$ cat src/rtl/mips_ctrl_pkg.sv
// rtl/mips_ctrl_pkg.sv - opcodes, state enum and control encodings; MULTICYCLE_CTRL_JAL_EN enables JAL
package mips_ctrl_pkg;

    localparam logic [5:0] OP_RTYPE = 6'd0;
    localparam logic [5:0] OP_J     = 6'd2;
    localparam logic [5:0] OP_JAL   = 6'd3;
    localparam logic [5:0] OP_BEQ   = 6'd4;
    localparam logic [5:0] OP_BNE   = 6'd5;
    localparam logic [5:0] OP_BGTZ  = 6'd7;
    localparam logic [5:0] OP_ADDI  = 6'd8;
    localparam logic [5:0] OP_ANDI  = 6'd12;
    localparam logic [5:0] OP_LW    = 6'd35;
    localparam logic [5:0] OP_SW    = 6'd43;

    typedef enum logic [3:0] {
        S_FETCH  = 4'd0,
        S_DECODE = 4'd1,
        S_MEMADR = 4'd2,
        S_MEMRD  = 4'd3,
        S_MEMWB  = 4'd4,
        S_MEMWR  = 4'd5,
        S_EXEC   = 4'd6,
        S_ALUWB  = 4'd7,
        S_IEXEC  = 4'd8,
        S_IWB    = 4'd9,
        S_BRANCH = 4'd10,
        S_JUMP   = 4'd11,
        S_JALWB  = 4'd12
    } state_t;

    typedef enum logic [1:0] {
        ALU_ADD   = 2'b00,
        ALU_SUB   = 2'b01,
        ALU_FUNCT = 2'b10,
        ALU_AND   = 2'b11
    } alu_op_t;

    typedef enum logic [1:0] {
        SRCB_REG    = 2'b00,
        SRCB_FOUR   = 2'b01,
        SRCB_IMM    = 2'b10,
        SRCB_IMM_SH = 2'b11
    } alu_src_b_t;

    typedef enum logic [1:0] {
        PC_ALU    = 2'b00,
        PC_ALUOUT = 2'b01,
        PC_JUMP   = 2'b10
    } pc_src_t;

    typedef struct packed {
        logic       pc_en;
        logic       ir_write;
        logic       i_or_d;
        logic       mem_read;
        logic       mem_write;
        logic       reg_write;
        logic       reg_dst;
        logic       mem_to_reg;
        logic       alu_src_a;
        alu_src_b_t alu_src_b;
        pc_src_t    pc_src;
        alu_op_t    alu_op;
        logic       illegal;
    } ctrl_t;

    function automatic logic op_legal(input logic [5:0] op);
        logic legal;
        case (op)
            OP_RTYPE, OP_J, OP_BEQ, OP_BNE, OP_BGTZ,
            OP_ADDI, OP_ANDI, OP_LW, OP_SW: legal = 1'b1;
            default:                         legal = 1'b0;
        endcase
`ifdef MULTICYCLE_CTRL_JAL_EN
        if (op == OP_JAL) legal = 1'b1;
`else
        if (op == OP_JAL) legal = 1'b0;
`endif
        return legal;
    endfunction

endpackage

$ cat src/rtl/mcc_out_dec.sv
// rtl/mcc_out_dec.sv - state-to-control-word decode; all zeros until run is set
module mcc_out_dec
    import mips_ctrl_pkg::*;
(
    input  logic       run,
    input  state_t     state,
    input  logic [5:0] opcode,
    input  logic       zero,
    input  logic       gtz,
    input  logic       mem_ready,
    output ctrl_t      ctrl
);

    always_comb begin
        ctrl = '0;
        if (run) begin
            case (state)
                S_FETCH: begin
                    ctrl.mem_read  = 1'b1;
                    ctrl.alu_src_b = SRCB_FOUR;
                    ctrl.ir_write  = mem_ready;
                    ctrl.pc_en     = mem_ready;
                end
                S_DECODE: begin
                    ctrl.alu_src_b = SRCB_IMM_SH;
                    ctrl.illegal   = ~op_legal(opcode);
                end
                S_MEMADR: begin
                    ctrl.alu_src_a = 1'b1;
                    ctrl.alu_src_b = SRCB_IMM;
                end
                S_MEMRD: begin
                    ctrl.mem_read = 1'b1;
                    ctrl.i_or_d   = 1'b1;
                end
                S_MEMWB: begin
                    ctrl.reg_write  = 1'b1;
                    ctrl.mem_to_reg = 1'b1;
                end
                S_MEMWR: begin
                    ctrl.mem_write = 1'b1;
                    ctrl.i_or_d    = 1'b1;
                end
                S_EXEC: begin
                    ctrl.alu_src_a = 1'b1;
                    ctrl.alu_op    = ALU_FUNCT;
                end
                S_ALUWB: begin
                    ctrl.reg_write = 1'b1;
                    ctrl.reg_dst   = 1'b1;
                end
                S_IEXEC: begin
                    ctrl.alu_src_a = 1'b1;
                    ctrl.alu_src_b = SRCB_IMM;
                    if (opcode == OP_ANDI) ctrl.alu_op = ALU_AND;
                    else                   ctrl.alu_op = ALU_ADD;
                end
                S_IWB: ctrl.reg_write = 1'b1;
                S_BRANCH: begin
                    ctrl.alu_src_a = 1'b1;
                    ctrl.alu_op    = ALU_SUB;
                    ctrl.pc_src    = PC_ALUOUT;
                    case (opcode)
                        OP_BEQ:  ctrl.pc_en = zero;
                        OP_BNE:  ctrl.pc_en = ~zero;
                        OP_BGTZ: ctrl.pc_en = gtz;
                        default: ctrl.pc_en = 1'b0;
                    endcase
                end
                S_JUMP: begin
                    ctrl.pc_src = PC_JUMP;
                    ctrl.pc_en  = 1'b1;
                end
                // Only reachable when JAL support is built in.
                S_JALWB: begin
                    ctrl.reg_write = 1'b1;
                    ctrl.pc_src    = PC_JUMP;
                    ctrl.pc_en     = 1'b1;
                end
                default: ctrl = '0;
            endcase
        end
    end

endmodule

$ cat src/rtl/multicycle_ctrl.sv
// rtl/multicycle_ctrl.sv - multicycle MIPS control FSM; MULTICYCLE_CTRL_JAL_EN adds JAL decode
module multicycle_ctrl
    import mips_ctrl_pkg::*;
(
    input  logic       clk,
    input  logic       rst,
    input  logic [5:0] opcode,
    input  logic       zero,
    input  logic       gtz,
    input  logic       mem_ready,
    output logic       pc_en,
    output logic       ir_write,
    output logic       i_or_d,
    output logic       mem_read,
    output logic       mem_write,
    output logic       reg_write,
    output logic       reg_dst,
    output logic       mem_to_reg,
    output logic       alu_src_a,
    output logic [1:0] alu_src_b,
    output logic [1:0] pc_src,
    output logic [1:0] alu_op,
    output logic       illegal,
    output logic [3:0] state
);

    state_t state_q, state_nx;
    logic   run;
    ctrl_t  ctrl;

    // run gates every output so reset silences the datapath asynchronously.
    always_ff @(posedge clk or posedge rst) begin
        if (rst) begin
            state_q <= S_FETCH;
            run     <= 1'b0;
        end else begin
            run <= 1'b1;
            if (run) state_q <= state_nx;
        end
    end

    always_comb begin
        state_nx = state_q;
        case (state_q)
            S_FETCH:  if (mem_ready) state_nx = S_DECODE;
            S_DECODE: begin
                case (opcode)
                    OP_RTYPE:                state_nx = S_EXEC;
                    OP_LW, OP_SW:            state_nx = S_MEMADR;
                    OP_ADDI, OP_ANDI:        state_nx = S_IEXEC;
                    OP_BEQ, OP_BNE, OP_BGTZ: state_nx = S_BRANCH;
                    OP_J:                    state_nx = S_JUMP;
`ifdef MULTICYCLE_CTRL_JAL_EN
                    OP_JAL:                  state_nx = S_JALWB;
`endif
                    default:                 state_nx = S_FETCH;
                endcase
            end
            S_MEMADR: begin
                if (opcode == OP_LW)      state_nx = S_MEMRD;
                else if (opcode == OP_SW) state_nx = S_MEMWR;
                else                      state_nx = S_FETCH;
            end
            S_MEMRD:  if (mem_ready) state_nx = S_MEMWB;
            S_MEMWR:  if (mem_ready) state_nx = S_FETCH;
            S_EXEC:   state_nx = S_ALUWB;
            S_IEXEC:  state_nx = S_IWB;
            default:  state_nx = S_FETCH;
        endcase
    end

    mcc_out_dec u_out_dec (
        .run       (run),
        .state     (state_q),
        .opcode    (opcode),
        .zero      (zero),
        .gtz       (gtz),
        .mem_ready (mem_ready),
        .ctrl      (ctrl)
    );

    assign pc_en      = ctrl.pc_en;
    assign ir_write   = ctrl.ir_write;
    assign i_or_d     = ctrl.i_or_d;
    assign mem_read   = ctrl.mem_read;
    assign mem_write  = ctrl.mem_write;
    assign reg_write  = ctrl.reg_write;
    assign reg_dst    = ctrl.reg_dst;
    assign mem_to_reg = ctrl.mem_to_reg;
    assign alu_src_a  = ctrl.alu_src_a;
    assign alu_src_b  = ctrl.alu_src_b;
    assign pc_src     = ctrl.pc_src;
    assign alu_op     = ctrl.alu_op;
    assign illegal    = ctrl.illegal;
    assign state      = state_q;

endmodule

$ cat config.mk
export PLATFORM = sky130hd
export DESIGN_NAME = multicycle_ctrl
export DESIGN_NICKNAME = d
export VERILOG_FILES = /design/src/rtl/mips_ctrl_pkg.sv /design/src/rtl/mcc_out_dec.sv /design/src/rtl/multicycle_ctrl.sv
export SDC_FILE = /design/constraint.sdc
export NUM_CORES = 1
export LEC_CHECK = 0
export ABC_AREA = 1
export ABC_CLOCK_PERIOD_IN_PS = 1210
export BUFFER_PORTS_ARGS = -buffer_cell sky130_fd_sc_hd__buf_2
export CORE_UTILIZATION = 35
export CTS_CLUSTER_SIZE = 14
export DETAILED_ROUTE_END_ITERATION = 10
export HOLD_SLACK_MARGIN = 0.1
export PLACE_DENSITY = 0.65
export SLEW_MARGIN = 20
export SYNTH_ARGS = -nofsm -noshare
export SYNTH_HDL_FRONTEND = slang
export SYNTH_SLANG_ARGS = --single-unit
$ cat constraint.sdc
create_clock -name clk -period 1.21 [get_ports clk]
set_clock_uncertainty 0.15 [all_clocks]
set_input_delay 0.1815 -clock clk [delete_from_list [all_inputs] [get_ports clk]]
set_output_delay 0.1815 -clock clk [all_outputs]
set_load 0.01 [all_outputs]
==> results of run 1 <==
==> Yosys cell counts (2+ instances only) <==
master   number
nand3_1      11
a21oi_1       5
nor2_1       24
nand2_2       5
nor2_2        4
nand4_1       3
nand2_1      32
inv_1        17
inv_2         3
dfrtp_1       5
o21ai_1       5
a31oi_1       2
==> logic make-up (layout without fill, tap and decap cells) <==
logic type      after synthesis  after routing
flops                         5              5
simple gates                 83             83
buf+inv                      21             83
compound gates               15             15
other cells                   1              1
==> worst max path at each step <==
stage / to / startpoint
global route: alu_op[1] / state[0]
global placement: pc_en / state[2]
finish: pc_en / state[0]
detailed placement: pc_en / state[2]
floorplan: alu_op[0] / state[1]
CTS: alu_op[0] / state[0]
==> cell type report <==
| type | instances | area [um2] | area share |
|---|---|---|---|
| multi-input combinational | 99 | 627 | 0.471 |
| clock buffer | 4 | 26.3 | 0.0198 |
| timing repair buffer | 59 | 438 | 0.329 |
| tap | 25 | 31.3 | 0.0235 |
| inverter | 20 | 77.6 | 0.0583 |
| sequential | 5 | 130 | 0.0978 |
==> per-stage QoR <==
| step | setup TNS, ps | power [uW] | worst slack, ps |
|---|---|---|---|
| 2_1_floorplan | -2330 | 752 | -239 |
| 3_3_place_gp | -3890 | 1090 | -287 |
| 3_5_place_dp | -4250 | 1110 | -310 |
| 4_1_cts | -9390 | 1500 | -557 |
| 5_1_grt | -12180 | 1830 | -746 |
| 6_report | -10580 | 1730 | -605 |
==> report_power, final <==
part	total [uW]	internal, uW	switching, uW
combinational	1260	590	673
clock	190	125	65.9
sequential	275	206	68.8
total	1730	921	807
==> sequential cells by signal, indices dropped and copies added (netlist names) <==
signal	cells
state	4
run	1
==> worst max-delay path, stage by stage, from the launching register on <==
cell     delay (ps)
dfrtp_2         460
nor2_4          170
buf_4           150
nand3_4          60
o21ai_2          70
nor2_1           60
a21oi_1         130
buf_2           140
==> layer usage <==
metal	global-route usage	share of wire	vias to the layer above
met5	0	0	-
met3	0.0397	0.046	8
met4	0.0529	0.019	0
li1	-	-	518
met1	0.343	0.44	487
met2	0.400	0.49	45
==> what timing repair did <==
| item | 4_1_cts | 5_1_grt |
|---|---|---|
| endpoints found under the hold margin | 5 | 0 |
| hold buffers | 1 | 0 |
| endpoints found under the setup margin | 24 | 24 |
| pin swaps | 15 | 8 |
| resized for setup | 20 | 18 |
| setup buffers | 7 | 5 |
==> impl_metrics.ini, run 1 <==
[cts]
cts_tree = done
cts.clk_slew.worst_paths_ps = 40
numCtsBuffers = 3
insertion_delay_ps = 240
cts-root-buf = clkbuf_4
htree_levels = 1
clock_sinks = 5
cts_max_path_buffers = 2

[hold_path]
worst_hold_startpoint = mem_ready
whs_path_depth = 4
hold_class = input port to flip-flop
holdPathEnd = state[1]

[detailed_routing]
remaining_drc_errors = 0
vias = 1058
wl_per_cell_um = 13.0
ant_nets = 0
first_iter_violations = 36
first_pass_iters = 4
routed_wl_mm = 2.76
vias_per_cell = 4.99

[logic_synthesis]
synth_edf_count = 0
synthCells = 125
synth_mux_area_frac = 0
seq_area_frac_synth = 0.186
synth_simple_gate_area_frac = 0.551
avgSynthCellArea_um2 = 5.38
synth_top_area_cell = dfrtp_1
synth_top_family_by_area = simple AND/OR/NAND/NOR gates
synthAdderAreaFrac = 0
postSynth.asyncResetShare = 1.00
synth_ff_type = dfrtp_1
syn_nets = 136
yosys_register_bits = 5
syn_area_um2 = 672
synth_xor_area_frac = 0
synth.distinct_cells = 21
yosysTopAreaCellShare = 0.186
yosys_warnings = 0
synth_compound_gate_area_share = 0.140
synth_area_leaders = dfrtp_1, nand2_1, nor2_1, inv_1, nand3_1

[floorplanning]
die-area_um2 = 2100
start_util = 0.381
die_w_um = 45.8
io_pins = 31
core-area_um2 = 1760
dieHeight_um = 45.8
rows = 15

[setup_path]
cp_data_arrival_time_ps = 1480
rrSetupSlack_ps = -450
end_kind = output pin
r2r-end = state[3]
r2r_cells = 9
r2r_start = state[2]
start_kind = flip-flop
worstPathRequired_ps = 880
path_class = flip-flop to output pin
cp_max_fo = 5

[grt]
antenna_found_initial = 0
grtUsageTotal = 0.247
grt_max_degree = 15
grt_pass1_vias = 906
grt_first_pass_wirelength_mm = 3.81
grt_overflow = 0

[final_layout]
final_cells = 212
num-fill-cells = 134
nNetsFinal = 199
drive_gt1_frac = 0.578
mostFrequentLayoutCells = buf_2, nand2_1, buf_4, nor2_1, buf_6
utilization = 0.754
antenna_cells = 0
layout.cell_area.non_filler_um2 = 1330
layout_commonest_cell = buf_2
area_growth_pct = 98.0

[run_status]
failed_checks = setup timing
status = finished, violations left

[place]
dp.cells = 197
gp_congestion = 0.853
dpl_cell_area_um2 = 1070
numPortBuffers = 30
hpwl_mm = 1.75

[pwr]
powerDensity_nw_per_um2 = 1300
p_leak_uw = 0.000734
ir_drop_uv = 1020

[timing]
hold_ws_ps = 225
fin_crit_sh = 1.50
drv_slew = 0
rsz0062_at_grt = true
finalHoldViolations = 0
max_freq_ghz = 0.551
setup_ws_ps = -605
post-route-min-period_ps = 1810
setup_viol = 24

[job]
cap_violations = 0
(Power assumes the default switching activity.)
==> inputs of run 2 (changes only) <==
Settings changed: CTS_CLUSTER_DIAMETER set to 60, PLACE_DENSITY 0.65 to 0.63, SYNTH_HIERARCHICAL set to 1.
==> run 2 against run 1 <==
The flow still finishes with violations (setup timing). Fmax up 5.9%. First-iteration DRC count down 72%. Register-to-register slack about the same. Largest cell class unchanged. Clock-buffer cell count unchanged.
==> impl_metrics.ini, run 2 <==
[logic_synthesis]
seq_area_frac_synth = 0.159
postSynth.asyncResetShare = 1.00
synth_top_area_cell = nand2_1
synthCells = 152
synth_mux_area_frac = 0
synth_xor_area_frac = 0
synth_compound_gate_area_share = 0.107
yosys-top-cells-count = nand2_1, nor2_1, inv_1
syn_nets = 163
synthAdderAreaFrac = 0
yosys_register_bits = 5
syn_area_um2 = 786
synth_top_family_by_area = simple AND/OR/NAND/NOR gates
yosys_warnings = 6
yosysTopAreaCellShare = 0.196
synth_area_leaders = nand2_1, dfrtp_1, nor2_1, inv_1, nand3_1
synth_ff_type = dfrtp_1
avgSynthCellArea_um2 = 5.17
synth_simple_gate_area_frac = 0.596
yosysMostFrequentCell = nand2_1
synth_edf_count = 0
synth.distinct_cells = 20

[timing]
setup_ws_ps = -504
finalHoldViolations = 0
rsz0062_at_grt = true
setup_viol = 24
drv_slew = 0
setup_tns_ps = -9560
hold_ws_ps = 247
max_freq_ghz = 0.583
post-route-min-period_ps = 1710
fin_crit_sh = 1.42

[cts]
htree_levels = 1
clock_sinks = 5
numCtsBuffers = 3
cts_max_path_buffers = 2
cts.clk_slew.worst_paths_ps = 50
insertion_delay_ps = 240
cts-root-buf = clkbuf_4
cts_tree = done

[final_layout]
area_growth_pct = 75.8
antenna_cells = 0
largest_reg_flops = 4
num-fill-cells = 195
multi_input_area_um2 = 652
layout_commonest_cell = nand2_1
seq_area_um2 = 130
drive_gt1_frac = 0.507
mostFrequentLayoutCells = nand2_1, buf_2, buf_4, nor2_1, inv_1
nNetsFinal = 231

[grt]
grt_first_pass_wirelength_mm = 4.46
grtUsageTotal = 0.230
antenna_found_initial = 0
grt_pass1_vias = 1138
grt_overflow = 0
grt_max_degree = 12

[setup_path]
path_class = flip-flop to output pin
start_kind = flip-flop
cp_slowest_cell = dfrtp_2
critPathBufInv = 2
cp_data_arrival_time_ps = 1380
slowest_delay_ps = 470
end_kind = output pin
cp_top_family = flip-flops
cp_max_fo = 5
worstPathRequired_ps = 880
cp_cell_sequence = nand2_1 > inv_1 > nand2_1 > nand2_1 > nor2_2 > a21oi_2 > buf_2
crit_path_frequent_cell = nand2_1

[run_status]
status = finished, violations left
failed_checks = setup timing

[detailed_routing]
vias = 1162
first_pass_iters = 4
ant_nets = 0
first_iter_violations = 10
vias_per_cell = 4.72
wl_per_cell_um = 10.7
remaining_drc_errors = 0
routed_wl_mm = 2.64

[pwr]
p_leak_uw = 0.000788
ir_drop_uv = 1010
power.total_uw = 2090
powerDensity_nw_per_um2 = 1510

[floorplanning]
rows = 16
die_w_um = 49.4
io_pins = 31
dieHeight_um = 49.4
start_util = 0.385
die-area_um2 = 2440
core-area_um2 = 2040

[place]
numPortBuffers = 30
gp_congestion = 0.825
hpwl_mm = 1.93

[job]
cap_violations = 0

[hold_path]
hold_class = input port to asynchronous set/reset pin
[run 2: kinds of logic (layout without fill, tap and decap cells)]
family          count (synthesis)  after routing
flops                           5              5
compound gates                 15             15
other cells                     1              1
simple gates                  104            104
buf+inv                        27             94
[run 2: final cells by class]
cell class                 instances  share of cell area
clock buffer                       4              0.0190
inverter                          26              0.0725
multi-input combinational        120               0.472
sequential                         5              0.0942
tap                               27              0.0245
timing repair buffer              64               0.318
[run 2: metrics by stage]
step / utilization / worst slack, ps / cell area (um2) / instances
floorplan: - / -188 / 823 / 152
global placement: 0.585 / -263 / 1190 / 234
detailed placement: 0.585 / -285 / 1190 / 234
CTS: 0.626 / -484 / 1280 / 242
global route: 0.676 / -611 / 1380 / 246
finish: 0.676 / -504 / 1380 / 246
[run 2: worst min-delay path: cells and delay by family]
family                 cells  cell delay [ps]
buffers and inverters      3              810
[run 2: path summary, 6_finish.rpt]
path / start / end / slack (ps) / cells past startpoint
worst max-delay path: state[1] / pc_en / -500 / 7
min in group clk: mem_ready / state[3] / 300 / 4
worst min-delay path: rst / state[1] / 250 / 3
worst max register to register: state[2] / state[0] / -440 / 9
max in group asynchronous: rst / state[0] / 470 / 3
worst min register to register: state[0] / state[0] / 640 / 3
[run 2: per-layer routing]
layer  wire, um  global-route usage
met1       1190               0.253
met5          0                   0
met3         41              0.0280
met4         16               0.105
met2       1390               0.434
[run 2: repair_timing]
item                       CTS  global route
hold buffers                 1             0
buffers inserted             3             6
pin swaps                    6            10
setup endpoints to repair   24            24
hold endpoints to repair     5             0
gates resized for setup      7            20
[run 2: power breakdown]
group / leakage, uW / switching, uW / internal [uW]
clock network: 0.0000150 / 64.9 / 124
logic: 0.000714 / 843 / 748
registers: 0.0000592 / 94.7 / 217
total: 0.000788 / 1000 / 1090
==> inputs of run 3 (changes only) <==
Settings changed: HOLD_SLACK_MARGIN 0.1 to 0.08, REMOVE_ABC_BUFFERS set to 1, SKIP_CTS_REPAIR_TIMING set to 1.
==> run 3 against run 2 <==
The flow still finishes with violations (setup timing). First-iteration DRC count grew to 2.6 times the previous value. Register-to-register slack hardly changed. Clock power is 2% lower. Largest power group unchanged.
==> impl_metrics.ini, run 3 (synthesis gave the netlist of run 2 again) <==
[floorplanning]
dieHeight_um = 49.4
io_pins = 31
core-area_um2 = 2040
rows = 16
die-area_um2 = 2440
start_util = 0.385
die_w_um = 49.4

[final_layout]
nNetsFinal = 236
antenna_cells = 0
layout.cell_area.non_filler_um2 = 1420
utilization = 0.693
drive_gt1_frac = 0.500
mostFrequentLayoutCells = nand2_1, buf_4, buf_2, nor2_1, inv_1
num-fill-cells = 190
largest_reg_flops = 4
area_growth_pct = 80.1

[detailed_routing]
first_pass_iters = 4
vias = 1193
routed_wl_mm = 2.87
ant_nets = 0
remaining_drc_errors = 0
first_iter_violations = 26
vias_per_cell = 4.75
wl_per_cell_um = 11.4

[place]
gp_congestion = 0.903
dpl_cell_area_um2 = 1170
hpwl_mm = 1.93
numPortBuffers = 30

[setup_path]
worstPathRequired_ps = 880
path_class = flip-flop to output pin
end_kind = output pin
cp_max_fo = 4
start_kind = flip-flop
rrSetupSlack_ps = -440
cp_data_arrival_time_ps = 1430

[cts]
insertion_delay_ps = 230
cts_max_path_buffers = 2
cts.clk_slew.worst_paths_ps = 40
htree_levels = 1
cts_tree = done
clock_sinks = 5
cts-root-buf = clkbuf_4
numCtsBuffers = 3

[pwr]
p_leak_uw = 0.000817
ir_drop_uv = 1260
powerDensity_nw_per_um2 = 1550
power.total_uw = 2190

[timing]
setup_ws_ps = -549
max_freq_ghz = 0.569
post-route-min-period_ps = 1760
setup_viol = 24
rsz0062_at_grt = true
finalHoldViolations = 0
drv_slew = 0
fin_crit_sh = 1.45

[run_status]
failed_checks = setup timing
status = finished, violations left

[grt]
grt_overflow = 0
grt_first_pass_wirelength_mm = 4.32
grt_pass1_vias = 1069
antenna_found_initial = 0
grtUsageTotal = 0.219
grt_max_degree = 10

[hold_path]
hold_class = input port to asynchronous set/reset pin

[job]
cap_violations = 0
## run 3: cell types whose count changed in the layout (fill, tap and decap cells not counted), moves of 3 or more
cell    before  now
inv_2        7    4
nor2_1      20   23
buf_4       28   34
nor2_2      10    6
## run 3: final cells by class
type | instances | area [um2] | area share
tap | 27 | 33.8 | 0.0239
clock buffer | 4 | 26.3 | 0.0186
sequential | 5 | 130 | 0.0920
multi-input combinational | 120 | 656 | 0.463
timing repair buffer | 69 | 467 | 0.330
inverter | 26 | 103 | 0.0725
## run 3: critical path, cell delays in order (launching register included)
cell,delay (ps)
dfrtp_2,450
inv_4,110
nand2_4,70
inv_4,70
nand2_2,60
nor2_1,100
nand2_1,60
a21oi_1,140
buf_2,140
## run 3: final timing paths
kind	from	to	cells past startpoint
hold reg to reg	state[2]	state[2]	3
setup reg to reg	state[1]	state[0]	9
setup / recovery	state[0]	pc_en	8
hold / removal	rst	run	3
max in group asynchronous	rst	state[1]	3
min in group clk	mem_ready	state[3]	4
## run 3: power breakdown
part / switching [uW] / total, uW / internal (uW)
clock: 60.6 / 185 / 124
sequential: 90.7 / 307 / 217
combinational: 890 / 1700 / 810
total: 1040 / 2190 / 1150
## run 3: through the flow
step,instances,worst slack [ps],TNS (ps),hold slack (ps)
after detailed placement,236,-356,-4920,-66.9
after CTS,240,-613,-9530,-315
final,251,-549,-9620,265
after floorplan,151,-355,-4430,-190
after global routing,251,-610,-11280,291
after global placement,236,-353,-4580,-69.1
## run 3: routing by layer
| metal | vias up | share of wire | track usage |
|---|---|---|---|
| li1 | 626 | - | - |
| met1 | 531 | 0.43 | 0.276 |
| met2 | 34 | 0.53 | 0.395 |
| met3 | 2 | 0.039 | 0.0374 |
| met4 | 0 | 0.0031 | 0.0286 |
| met5 | - | 0 | 0 |
